[src/rtl/button_count_pkg.sv]
// Shared types and constants for the button-driven 0..3 counter that feeds the
// seven-segment decoder.
package button_count_pkg;

   typedef enum logic {
      COUNT = 1'b0,
      ERROR = 1'b1
   } state_t;

   localparam logic [2:0] ERR_CODE  = 3'b100;
   localparam logic [1:0] MAX_COUNT = 2'd3;

   // Counter must be able to hold DEBOUNCE_CYCLES itself.
   function automatic int debounce_cnt_width(input int cycles);
      return $clog2(cycles + 1);
   endfunction

endpackage

[src/rtl/btn_debounce.sv]
// One push-button channel: 2-flop synchronizer, stable-time debouncer and a
// registered rising-edge detector producing a one-cycle press pulse.
module btn_debounce #(
   parameter int DEBOUNCE_CYCLES = 500000,
   parameter bit BTN_ACTIVE_LOW  = 1'b0
) (
   input  logic clk,
   input  logic rst_n,
   input  logic raw,
   output logic level,
   output logic press
);
   import button_count_pkg::*;

   localparam int               CNT_W   = debounce_cnt_width(DEBOUNCE_CYCLES);
   localparam logic [CNT_W-1:0] CNT_MAX = CNT_W'(DEBOUNCE_CYCLES);

   logic             raw_in;
   logic             sync_q1;
   logic             sync_q2;
   logic             level_d;
   logic [CNT_W-1:0] cnt;

   assign raw_in = BTN_ACTIVE_LOW ? ~raw : raw;

   always_ff @(posedge clk or negedge rst_n) begin
      if (!rst_n) begin
         sync_q1 <= 1'b0;
         sync_q2 <= 1'b0;
         level   <= 1'b0;
         level_d <= 1'b0;
         cnt     <= '0;
         press   <= 1'b0;
      end else begin
         sync_q1 <= raw_in;
         sync_q2 <= sync_q1;
         // Accept the new level only after it has differed for DEBOUNCE_CYCLES
         // consecutive cycles; any return to the accepted level restarts the count.
         if (sync_q2 == level) begin
            cnt <= '0;
         end else if (cnt == CNT_MAX) begin
            level <= sync_q2;
            cnt   <= '0;
         end else begin
            cnt <= cnt + 1'b1;
         end
         level_d <= level;
         press   <= level & ~level_d;
      end
   end

endmodule

[src/rtl/button_count_ctrl.sv]
// Three debounced buttons drive a 0..3 counter with a sticky error code; the
// registered 3-bit code goes straight to the seven-segment decoder.
module button_count_ctrl #(
   parameter int DEBOUNCE_CYCLES = 500000,
   parameter bit BTN_ACTIVE_LOW  = 1'b0
) (
   input  logic       clk,
   input  logic       rst_n,
   input  logic       btn_up_raw,
   input  logic       btn_down_raw,
   input  logic       btn_clr_raw,
   output logic [2:0] code,
   output logic       err,
   output logic       step
);
   import button_count_pkg::*;

   logic [2:0] btn_level_unused;
   logic       up_p;
   logic       dn_p;
   logic       clr_p;
   state_t     state;
   logic [1:0] count;

   btn_debounce #(.DEBOUNCE_CYCLES(DEBOUNCE_CYCLES), .BTN_ACTIVE_LOW(BTN_ACTIVE_LOW)) u_up (
      .clk(clk), .rst_n(rst_n), .raw(btn_up_raw), .level(btn_level_unused[0]), .press(up_p)
   );

   btn_debounce #(.DEBOUNCE_CYCLES(DEBOUNCE_CYCLES), .BTN_ACTIVE_LOW(BTN_ACTIVE_LOW)) u_down (
      .clk(clk), .rst_n(rst_n), .raw(btn_down_raw), .level(btn_level_unused[1]), .press(dn_p)
   );

   btn_debounce #(.DEBOUNCE_CYCLES(DEBOUNCE_CYCLES), .BTN_ACTIVE_LOW(BTN_ACTIVE_LOW)) u_clr (
      .clk(clk), .rst_n(rst_n), .raw(btn_clr_raw), .level(btn_level_unused[2]), .press(clr_p)
   );

   always_ff @(posedge clk or negedge rst_n) begin
      if (!rst_n) begin
         state <= COUNT;
         count <= 2'd0;
         code  <= 3'b000;
         err   <= 1'b0;
         step  <= 1'b0;
      end else begin
         step <= 1'b0;
         if (clr_p) begin
            state <= COUNT;
            count <= 2'd0;
            code  <= 3'b000;
            err   <= 1'b0;
            step  <= (code != 3'b000);
         end else if (up_p ^ dn_p) begin
            // up+down together cancel; a lone press only acts while counting.
            case (state)
               COUNT: begin
                  if (up_p) begin
                     if (count == MAX_COUNT) begin
                        state <= ERROR;
                        code  <= ERR_CODE;
                        err   <= 1'b1;
                     end else begin
                        count <= count + 2'd1;
                        code  <= {1'b0, count + 2'd1};
                     end
                  end else begin
                     if (count == 2'd0) begin
                        state <= ERROR;
                        code  <= ERR_CODE;
                        err   <= 1'b1;
                     end else begin
                        count <= count - 2'd1;
                        code  <= {1'b0, count - 2'd1};
                     end
                  end
                  step <= 1'b1;
               end
               ERROR: begin
               end
               default: begin
               end
            endcase
         end
      end
   end

endmodule
[config.mk]
export PLATFORM = sky130hd
export DESIGN_NAME = button_count_ctrl
export DESIGN_NICKNAME = d
export VERILOG_FILES = /design/src/rtl/button_count_pkg.sv /design/src/rtl/btn_debounce.sv /design/src/rtl/button_count_ctrl.sv
export SDC_FILE = /design/constraint.sdc
export NUM_CORES = 1
export LEC_CHECK = 0
export BUFFER_PORTS_ARGS = -buffer_cell sky130_fd_sc_hd__buf_4
export CORE_ASPECT_RATIO = 0.9
export CORE_MARGIN = 8
export CORE_UTILIZATION = 44
export DETAILED_ROUTE_END_ITERATION = 12
export GPL_TIMING_DRIVEN = 0
export PLACE_DENSITY = 0.63
export SLEW_MARGIN = 5
export SYNTH_ARGS = -nofsm -noshare
export SYNTH_HDL_FRONTEND = slang
export SYNTH_SLANG_ARGS = --single-unit
[constraint.sdc]
create_clock -name clk -period 2.7 [get_ports clk]
set_input_delay 0.54 -clock clk [delete_from_list [all_inputs] [get_ports clk]]
set_output_delay 0.54 -clock clk [all_outputs]
set_load 0.02 [all_outputs]
==> metrics.cfg <==
[cts]
cts-root-buf=clkbuf_8
cts_sinks=80
cts_tree=yes
cts-resized-gates=0
insertion_delay_ns=0.35
clk_path_buf_depth=2
htreeDepth=3
postCtsHoldBufs=0
cts_setup_buffers=0
cts-buffers-inserted=9
cts.clk_slew.worst_paths_ns=0.07

[synth]
syn-num-nets=397
synth-main-ff-cell=dfrtp_1
yosysMostFrequentCell=dfrtp_1
async_flop_share=1.00
synth-edff-count=0
syn_inst=382
syn_avg_cell_area_um2=10.1
ys_top_cells_by_area=dfrtp_1 52%, xnor2_1 8.6%, nor2_1 7.3%
netlist.area_leader.share=0.520
yosysTopAreaCell=dfrtp_1
ys_ff_latch=80
yosysWarnings=0
synth_cell_types=40
synth_area_um2=3850
ys_seq_area_frac=0.520
synth_commonest_cells=80 x dfrtp_1, 75 x nor2_1, 38 x xnor2_1

[setup_path]
worst_setup_path_start_kind=flip-flop
worst_path_max_delay_cell=o21ai_2
cpPeakStageDelay_ns=0.44
arrival_ns=2.39
cp_cell_sequence=inv_1, ha_1, nor4bb_1, nand4_1, o21ai_2, buf_2, nor2_1
criticalPathCategory=reg2reg
path_max_fanout=10
worst_ep_required_time_ns=2.94
setup.worst_path.end_class=flip-flop
rr_worst_depth=7

[layout]
syn_to_final_growth_pct=9.62
drive_gt1_frac=0.0938
final_nets=417
stdcell_count=524
n_antenna_cell=0

[route]
drt-total-wl_mm=6.79
drtAntennaViolNets=0
viasPerCell=5.09
vias=2666
wl_per_cell_um=12.9
drc=0
dr.pass1.iters=4
drt_iter0_drc=165

[floorplanning]
rows=32
die_x_um=115
initial_core_util=0.451
coreArea_um2=8530
die_area_um2=12000
io_pins=10
die_y_um=105

[timing]
tns_ns=0
max_freq_mhz=464
max-slew-margin-rel=0.337
finalSetupViolCount=0
rsz0062_at_grt=false
min_period_ns=2.15
drv_slew=0
hold_violations=0
worst_slew_pin_slew_ns=0.995
finalCritPeriodShare=0.798
skew_ns=0.00576

[global_route]
grt_overflow_total=0
antenna_found_initial=0
first_global_vias=2689
grt_pass1_wl_mm=12.4
grt_usage=0.128
grt_max_degree=81

[placed_design]
dp_cells=510
port_buffers=9
gp_congestion=0.843
hpwl_mm=4.53

[power_and_ir_drop]
leakagePower_nw=1.71
switching_share=0.226
ir_worst_vdd_uv=333
combPwrFrac=0.039
p_sw_uw=462
power_density_nw_per_um2=485
power_frac_seq=0.600
p_int_mw=1.59
clkPwrFrac=0.362

[worst_hold_path]
hold_depth=1
min_path_type=in2reg

[status]
status=complete, no violations

[flow_run]
maxCapViolations=0

[layout by cell type (no fill, tap or decap), types with 4 or more instances in the layout]
cell type / count
a21oi_1: 7
buf_2: 5
buf_4: 9
clkbuf_1: 4
clkbuf_8: 10
dfrtp_1: 80
ha_1: 10
inv_1: 19
mux2i_1: 4
nand2_1: 16
nand3_1: 15
nand4_1: 19
nor2_1: 75
nor2b_1: 6
nor3_1: 16
nor4_1: 14
nor4b_1: 5
o21ai_0: 4
xnor2_1: 38
xor2_1: 9
[power by group through the flow]
stage	Clock (mW)	Combinational (mW)	Sequential, mW
floorplan	0	0.0412	1.25
global placement	0	0.0811	1.25
detailed placement	0	0.0817	1.25
CTS	0.780	0.0822	1.23
global route	0.832	0.0946	1.23
finish	0.740	0.0792	1.23
[layer usage]
| layer | up-vias | track usage | part of all wire |
|---|---|---|---|
| li1 | 1344 | - | - |
| met1 | 1289 | 0.163 | 0.51 |
| met2 | 23 | 0.191 | 0.44 |
| met3 | 10 | 0.0466 | 0.036 |
| met4 | 0 | 0.0560 | 0.018 |
| met5 | - | 0 | 0 |
[cell type report]
| cell class | instances | area [um2] |
|---|---|---|
| clock inverter | 1 | 5.00 |
| timing repair buffer | 9 | 67.6 |
| tap | 119 | 149 |
| clock buffer | 13 | 149 |
| fill | 801 | 4310 |
| inverter | 19 | 71.3 |
| sequential | 80 | 2000 |
| multi-input combinational | 275 | 1730 |
| buffer | 8 | 43.8 |
[through the flow]
stage	worst slack, ns	hold WS (ns)	power (mW)	instance area (um2)	util
floorplan	0.962	0.244	1.29	3850	-
global placement	0.626	0.344	1.33	4070	0.477
detailed placement	0.557	0.349	1.33	4070	0.477
CTS	0.533	0.263	2.09	4220	0.495
global route	0.288	0.262	2.16	4220	0.495
finish	0.547	0.290	2.05	4220	0.495
[final timing paths]
| check | from | endpoint | slack, ns |
|---|---|---|---|
| max | u_up.cnt[0] | u_up.cnt[6] | 0.55 |
| min | btn_clr_raw | u_clr.sync_q1 | 0.29 |
| max reg2reg | u_up.cnt[0] | u_up.cnt[6] | 0.55 |
| min reg2reg | u_up.sync_q1 | u_up.sync_q2 | 0.36 |
| max in group asynchronous | rst_n | code[1] | 1.70 |
| min in group asynchronous | rst_n | u_down.cnt[4] | 0.34 |
[sequential cells by signal, indices dropped and copies added, names as in the netlist, 2 cells and up]
name / flops
u_up.cnt: 19
u_down.cnt: 19
u_clr.cnt: 19
count: 2
code: 3
[logic make-up (layout without fill, tap and decap cells)]
logic type,after synthesis,count (layout),synth area share
compound gates,28,28,0.0475
xor+xnor,47,47,0.107
fa+ha+maj,10,10,0.0325
buf+inv,27,50,0.0299
flops,80,80,0.520
mux,8,8,0.0221
simple gates,182,182,0.241
[worst max-delay path: cells and delay by family, from the launching register on]
kind	cells	cell delay (ns)
and+or+nand+nor	3	0.62
AOI/OAI and AO/OA	1	0.44
DFF	1	0.42
buffers and inverters	2	0.40
adders and majority gates	1	0.16
(Power assumes the default switching activity.)
